==> src/rtl/mux_scan_ctrl.sv <==
// mux_scan_ctrl
//   Select-line sequencer and capture stage wrapped around a 4:1 mux.
//   On start it steps {s1,s0} through channels 0..3. Each channel settles for
//   DWELL cycles and is then sampled for one cycle. The four samples are packed
//   into one word, which is offered downstream on a valid/ready handshake.
//
// Parameters
//   DWELL   settle cycles per channel before sampling (1 .. 2**CNT_W-1)
//   CNT_W   width of the dwell counter
//
// Ports
//   clk      in   rising-edge clock
//   rst      in   asynchronous, active-high reset
//   start    in   begin one scan (honoured only while idle)
//   s1, s0   out  registered mux selects, always equal to the channel index
//   mux_out  in   output of the scanned mux
//   data     out  packed samples, bit0 = channel 0 ... bit3 = channel 3
//   valid    out  data available, held until ready is seen
//   ready    in   downstream accepts data
//   busy     out  high whenever a scan or hand-off is in progress
module mux_scan_ctrl #(
    parameter int DWELL = 2,
    parameter int CNT_W = 4
) (
    input  logic       clk,
    input  logic       rst,
    input  logic       start,
    output logic       s1,
    output logic       s0,
    input  logic       mux_out,
    output logic [3:0] data,
    output logic       valid,
    input  logic       ready,
    output logic       busy
);

    typedef enum logic [1:0] {
        IDLE   = 2'd0,
        SETTLE = 2'd1,
        SAMPLE = 2'd2,
        HOLD   = 2'd3
    } state_t;

    localparam logic [CNT_W-1:0] CNT_LAST = CNT_W'(DWELL - 1);

    state_t           state;
    logic [1:0]       ch;
    logic [CNT_W-1:0] cnt;
    logic [2:0]       shadow;

    // The channel register drives the selects directly, so the selects are
    // flop outputs and need no separate register.
    assign s1 = ch[1];
    assign s0 = ch[0];

    always_ff @(posedge clk or posedge rst) begin
        if (rst) begin
            state  <= IDLE;
            ch     <= 2'd0;
            cnt    <= '0;
            shadow <= 3'd0;
            data   <= 4'd0;
            valid  <= 1'b0;
            busy   <= 1'b0;
        end else begin
            case (state)
                IDLE: begin
                    if (start) begin
                        state <= SETTLE;
                        ch    <= 2'd0;
                        cnt   <= '0;
                        busy  <= 1'b1;
                    end
                end

                SETTLE: begin
                    // The last settle cycle is the one where cnt reaches
                    // DWELL-1. Clearing cnt there keeps it within range.
                    if (cnt == CNT_LAST) begin
                        state <= SAMPLE;
                        cnt   <= '0;
                    end else begin
                        cnt <= cnt + 1'b1;
                    end
                end

                SAMPLE: begin
                    if (ch != 2'd3) begin
                        for (int i = 0; i < 3; i++) begin
                            if (ch == 2'(i)) shadow[i] <= mux_out;
                        end
                        ch    <= ch + 2'd1;
                        cnt   <= '0;
                        state <= SETTLE;
                    end else begin
                        // Channel 3 goes straight into the word. The selects
                        // return to 00 while the word waits for acceptance.
                        data  <= {mux_out, shadow};
                        valid <= 1'b1;
                        ch    <= 2'd0;
                        state <= HOLD;
                    end
                end

                HOLD: begin
                    // start is ignored here; a new scan must begin from IDLE.
                    if (ready) begin
                        valid <= 1'b0;
                        busy  <= 1'b0;
                        state <= IDLE;
                    end
                end

                default: state <= IDLE;
            endcase
        end
    end

endmodule

==> config.mk <==
export PLATFORM = sky130hd
export DESIGN_NAME = mux_scan_ctrl
export DESIGN_NICKNAME = d
export VERILOG_FILES = /design/src/rtl/mux_scan_ctrl.sv
export SDC_FILE = /design/constraint.sdc
export NUM_CORES = 1
export LEC_CHECK = 0
export ABC_AREA = 1
export CAP_MARGIN = 20
export CORE_UTILIZATION = 40
export CTS_BUF_LIST = sky130_fd_sc_hd__clkbuf_8
export DETAILED_ROUTE_END_ITERATION = 7
export SLEW_MARGIN = 40
export SYNTH_ARGS = -nofsm -noshare
export SYNTH_HDL_FRONTEND = slang
export SYNTH_SLANG_ARGS = --single-unit
==> constraint.sdc <==
create_clock -name clk -period 1.45 [get_ports clk]
set_clock_uncertainty 0.15 [all_clocks]
set_input_delay 0.29 -clock clk [delete_from_list [all_inputs] [get_ports clk]]
set_output_delay 0.29 -clock clk [all_outputs]
set_load 0.1 [all_outputs]
# Word level (Yosys, flattened, before mapping)
# Cells that the tools add are included.
# W data, S select, Z words.
# totals
inputBits	5
output_inout_bits	8
elab_cells	56
register_bits	17
# op_classes
mux	17
n_eq_ne	12
reduce_logical	15
bitwise	1
addsub	2
# op_table
cell	count
$reduce_and A3 Y1	7
$mux W2	6
$mux W4	3
$ne A2 B2 Y1 const B	6
$pmux W4 S3	1
$pmux W2 S4	1
$eq A2 B2 Y1 const B	3
$reduce_bool A2 Y1	3
$add A4 B1 Y4 const B	1
$eq A2 B1 Y1 const B	2
$eq A4 B1 Y1 const B	1
$logic_not A2 Y1	2
$pmux W1 S2	2
$pmux W2 S2	1
$reduce_and A2 Y1	2
$mux W1	3
$reduce_bool A3 Y1	1
$add A2 B1 Y2 const B	1
$not A1 Y1	1

# Longest topological paths before layout
# logic_depth
depth_word	3
mapped_depth	7
depth_no_buf	6

# Worst setup path after synthesis
# No wires, ideal clock.
# synth_path
kind	flip-flop to flip-flop
startpoint	register ch[0]
endpoint	register cnt[0]
setup_ns	0.083
path_stages_with_launch	6
period_less_slack_ns	1.926
slack_ns	-0.476
arrival_ns	1.694
cell_sequence	dfrtp_1 ha_1 o21ai_0 nand2_1 nand2_1 o21ai_0
# synth_via
elab_chain_len	3
# synth_rtl
item	line_no	rtl
from (decl)	47	logic [1:0] ch;
from (signal assigned)	92	ch <= ch + 2'd1;
$ne A2 B2 Y1	88	if (ch != 2'd3) begin
$ne A2 B2 Y1 (no line)	--	
$reduce_and A3 Y1 (no line)	--	
to (signal assigned)	83	cnt <= cnt + 1'b1;
to (decl)	48	logic [CNT_W-1:0] cnt;
# Every way passes these cells.
# A chain may end at the register's enable or synchronous reset.

# Worst setup path in the final report
# layout_path
startpoint	register ch[0]
endpoint	output s0
# layout_rtl
item	line_no	rtl
to (decl)	29	output logic s0,
# No word-level cell between the ends.

==> results_dict.tcl <==
set metrics [dict create \
    setup-tns-final_ps 0 \
    max-slew-margin-rel 0.857 \
    end_kind "primary output" \
    drcViolationCount 0 \
    ctsHoldBuffers 0 \
    via_count 645 \
    drv_cap 0 \
    vias_per_cell 4.54 \
    drt_wl_total_um 1470 \
    layout.nets 127 \
    routability_driven_placement_congestion_ratio 0.704 \
    globalRouteOverflowTotal 0 \
    fp-row-count 16 \
    hold_ws_ps 204 \
    avgSynthCellArea_um2 8.64 \
    netlist_top_cells_count "sky130_fd_sc_hd__nand2_1 (29), sky130_fd_sc_hd__dfrtp_1 (17), sky130_fd_sc_hd__inv_1 (13)" \
    tritoncts_clock_tree "built" \
    ctsResizeCount 0 \
    critical_path_cell_sequence "buf_12" \
    min-delay-path-class "input port to async pin" \
    number_of_antenna_diodes 0 \
    die_extent_in_y_um 48.0 \
    fraction_of_post_synthesis_cell_area_in_the_top_cell_type_by_area 0.502 \
    crit_path_max_fanout 5 \
    synth_xor_xnor_area_share 0.0103 \
    ioPinCount 13 \
    crit_required_ps 1010 \
    worstPathBufferInverterCount 1 \
    crit_family "flip-flops" \
    worst_r2r_end "cnt[0]" \
    largest_family_of_logic_cells_by_synthesized_area "simple AND/OR/NAND/NOR gates" \
    globalRouteTotalUtil 0.146 \
    period_minus_slack_ps 1390 \
    synthesis.instances 98 \
    drt_pass1_iterations 3 \
    timing.final.max_slew_violations 0 \
    critical_path.reg2reg.startpoint "ch[0]" \
    synth_cell_types 17 \
    detail_route.wl_per_cell_um 10.4 \
    reg2reg_slack_ps 100 \
    grt_antenna_before_repair 0 \
    timing.final.hold_violations 0 \
    cts_made_buffers 3 \
    worst_skew_pair.late_latency_ps 240 \
    post_cts_buffers 0 \
    timing.final.setup_violations 0 \
    floorplan.core_area_um2 1980 \
    share_of_cells_above_drive_strength_1 0.183 \
    synth.mux.area_fraction 0 \
    synth_top_cells_by_area "sky130_fd_sc_hd__dfrtp_1 (50%), sky130_fd_sc_hd__nand2_1 (13%), sky130_fd_sc_hd__ha_1 (8.9%)" \
    seq_area_frac_synth 0.502 \
    critical_path_arrival_ps 950 \
    synth-warning-count 0 \
    remaining_number_of_nets_flagged_by_the_antenna_check_after_routing 0 \
    global_route_wire_length_before_repair_um 2300 \
    synth_simple_gate_area_frac 0.245 \
    die_area_um2 2310 \
    max-clock-path-buffers 2 \
    timing_worst_setup_path_type "register to primary output" \
    reg2reg_depth 5 \
    cp.depth 1 \
    dr.first_iter.drc_count 10 \
    synth_seq_cells 17 \
    dp.final_hpwl_um 1160 \
    grt_setup_unrepaired "no" \
    cts.reportedPaths.clkPinSlew_ps 60 \
    post-route-util 0.582 \
    share_of_flip_flops_with_an_asynchronous_set_or_reset 1.00 \
    synth_edf_count 0 \
    fmax_ghz 0.719 \
    horizontal_extent_of_the_die_um 48.0 \
    largest_net_degree_at_the_start_of_global_routing 18 \
    cts_root_buffer "sky130_fd_sc_hd__clkbuf_8" \
    synthDominantAreaCellType "sky130_fd_sc_hd__dfrtp_1" \
    syn_nets 109 \
    areaGrowthSynthToFinish_pct 36.2 \
    yosys.cell_count.top_type "sky130_fd_sc_hd__nand2_1" \
    worst_pin_slew_ps 214 \
    layout_worst_path_cycle_share 0.959 \
    floorplan.initialDensity 0.427 \
    synth_flop_cell "sky130_fd_sc_hd__dfrtp_1" \
    first_global_vias 546 \
    level_count_of_the_clock_h_tree 1 \
    synth-compound-area-share 0.0783 \
    worst_setup_path_start_kind "register" \
    syn-cell-area_um2 847 \
    synth_adder_area_share 0.0886 \
    max_stage_delay_ps 520 \
    port_buffers 12 \
    run_status "completed" \
    slowest_stage "sky130_fd_sc_hd__dfrtp_4" \
    number_of_clock_sinks 17 \
]
-- metal layers --
metal / routed length (µm) / share of wire / track usage
met5: 0 / 0 / 0
met1: 719 / 0.49 / 0.197
met2: 712 / 0.48 / 0.222
met4: 11 / 0.0075 / 0.0667
met3: 29 / 0.020 / 0.0340
-- state kept, by name (all words and copies together) (netlist names) --
register / flops
ch: 2
shadow: 3
cnt: 4
busy: 1
valid: 1
state: 2
data: 4
-- metrics by stage --
step                cells  setup slack (ps)  cell area, µm²
global placement      138             -7.67            1110
CTS                   142              50.6            1150
floorplan              98              7.01             867
finish                142              59.6            1150
detailed placement    138             -14.6            1110
global route          142              9.42            1150
-- layout by cell type (no fill, tap or decap), drive strengths merged --
cell            n
clkdlybuf4s50   4
a31oi           1
a21oi           1
nor2            6
nor3            1
nand3           7
inv            16
clkbuf          3
xor2            1
nand4           1
o21ai          11
dfrtp          17
nand2          30
ha              6
buf            10
-- area by class of cell --
cell class              count  area (µm²)
inverters                  15        56.3
flip-flops and latches     17         433
multi-input cells          65         370
fillers                   180         828
clock buffers               3        41.3
clock inverters             1        3.75
well taps                  27        33.8
repair buffers             14         215
-- logic make-up (layout without fill, tap and decap cells) --
| family | count (synthesis) | after routing |
|---|---|---|
| xor+xnor | 1 | 1 |
| fa+ha+maj | 6 | 6 |
| simple gates | 45 | 45 |
| flops | 17 | 17 |
| buf+inv | 16 | 33 |
| compound gates | 13 | 13 |
-- worst max-delay path by stage --
stage | from | end
after floorplan | ch[0] | cnt[0]
after global placement | start | ch[0]
after detailed placement | start | ch[0]
after CTS | ch[0] | s0
after global routing | ch[0] | cnt[0]
final | ch[0] | s0
Power is left out: the tool's default activity adds up to more than one toggle a clock period on the data nets, which glitch-free logic cannot reach.
==> patch: new RTL, config.mk and constraints unchanged <==
Set the parameter `CNT_W` to 6 (it was 4).
--- a/src/rtl/mux_scan_ctrl.sv
+++ b/src/rtl/mux_scan_ctrl.sv
@@ -20,7 +20,7 @@
 //   busy     out  high whenever a scan or hand-off is in progress
 module mux_scan_ctrl #(
     parameter int DWELL = 2,
-    parameter int CNT_W = 4
+    parameter int CNT_W = 6
 ) (
     input  logic       clk,
     input  logic       rst,
Formal check against the unedited RTL: same outputs for any inputs over 10 cycles, from zero or initial values and one cycle with rst high; that may be too few to reach the edited logic, so the function may still have changed.
==> patch against the original RTL <==
- worst setup slack got worse by 13 ps
- critical path type unchanged
- first-iteration DRC count shrank 40%
- utilization decreased by 1.0 points
- synthesized area grew 16%
- routed wire length up 22%
- final cell count increased by 16%
- sequential cell count grew 2
- largest cell class unchanged
- final area rose by 12%
- non-clock buffer count decreased by 1
==> patch: results (changes against the original RTL) <==
metric	value	unit	change
grt_max_degree	20		+2
async_flop_share	1.00		unchanged
vias_per_cell	4.76		+4.7%
final-nonclk-buf-share	0.161		-0.0254
grt_first_pass_wirelength	3350	um	+46%
clock_area_frac	0.0350		-0.00409
r2r-end	cnt[1]$_DFFE_PP0P_		
num-multi-input-gates	85		+31%
layout.nets	149		+17%
track_usage	0.174		+0.0276
wl	1800	um	+22%
holdCritPathClass	input port to async pin		
synthXorXnorAreaFrac	0.00894		-0.00140
placed_cells	161		+17%
ir_worst_vdd	1210	uV	
p_sw	0.00133	W	
htree_levels	1		unchanged
yosysSeqAreaShare	0.485		-0.0169
num-nonclk-buffers	13		-1
worst_pin_slew	277	ps	+62.9 ps
antenna_found_initial	0		unchanged
worstPathMaxFanout	6		+1
worst_setup_path_start_kind	flop		
grt_pass1_vias	767		+40%
yosys-top-cells-count	45 x nand2_1, 19 x dfrtp_1, 14 x inv_1		
reg2reg_slack	70	ps	-30 ps
leakagePower	0.666	nW	
worstPathArrival	960	ps	
synth.area.mux_share	0		unchanged
synth_fa_ha_area_frac	0.0766		-0.0120
dp_hpwl	1350	um	+16%
synth_compound_area_frac	0.0536		-0.0246
post-place-ws	-5.94	ps	+8.70 ps
reg_top3	cnt (6), data (4), shadow (3)		
die_w	51.5	um	+7.2%
multi_input_area	457	um^2	+23%
syn_area_per_cell	8.16	um^2	-5.5%
sh_seq_area	0.376		+0.000457
ys_warn_count	0		unchanged
ys_ff_latch	19		+2
max_stage_delay	530	ps	
combPwrFrac	0.529		
firstDrtPassIters	4		+1
r2r_start	ch[0]$_DFFE_PP0P_		
clockBufferDepth	2		unchanged
place_area	1240	um^2	+12%
postLayoutCoreUtil	0.572		-0.0105
place.gp.congestion	0.787		+12%
synth_nets	131		+20%
nFillCells	214		+19%
synth_area_leaders	dfrtp_1 49%, nand2_1 17%, ha_1 7.7%, nand3_1 6.6%, inv_1 5.4%		
status	finished, final reports clean		
post-route-min-period	1400	ps	+13.3 ps
drt-wirelength-per-cell	10.9	um	+5.3%
layout-drive-gt1-share	0.168		-0.0147
dr.first_iter.drc_count	6		-4
nNonClkInverters	16		+1
power_density	2110	nW/um^2	
==> patch: layer usage <==
layer	wire, um	GRT usage	part of all wire	up-vias
li1	-	-	-	410
met1	888	0.243	0.49	357
met2	834	0.262	0.46	14
met3	50	0.0205	0.028	4
met4	30	0.0946	0.017	0
met5	0	0	0	-
==> patch: worst min-delay path by stage <==
stage | start | endpoint | slack [ps]
after floorplan | rst | busy$_DFFE_PP0P_ | 90
after global placement | shadow[0]$_DFFE_PP0P_ | shadow[0]$_DFFE_PP0P_ | 320
after detailed placement | shadow[2]$_DFFE_PP0P_ | shadow[2]$_DFFE_PP0P_ | 330
after CTS | rst | data[0]$_DFFE_PP0P_ | 220
after global routing | rst | cnt[2]$_DFFE_PP0P_ | 240
final | rst | state[0]$_DFFE_PP0P_ | 210
==> patch: what timing repair did <==
| action | in CTS | in global routing |
|---|---|---|
| endpoints found under the setup margin | 0 | 1 |
| resized for setup | 0 | 1 |
| setup buffers | 0 | 0 |
| hold buffers | 0 | 0 |
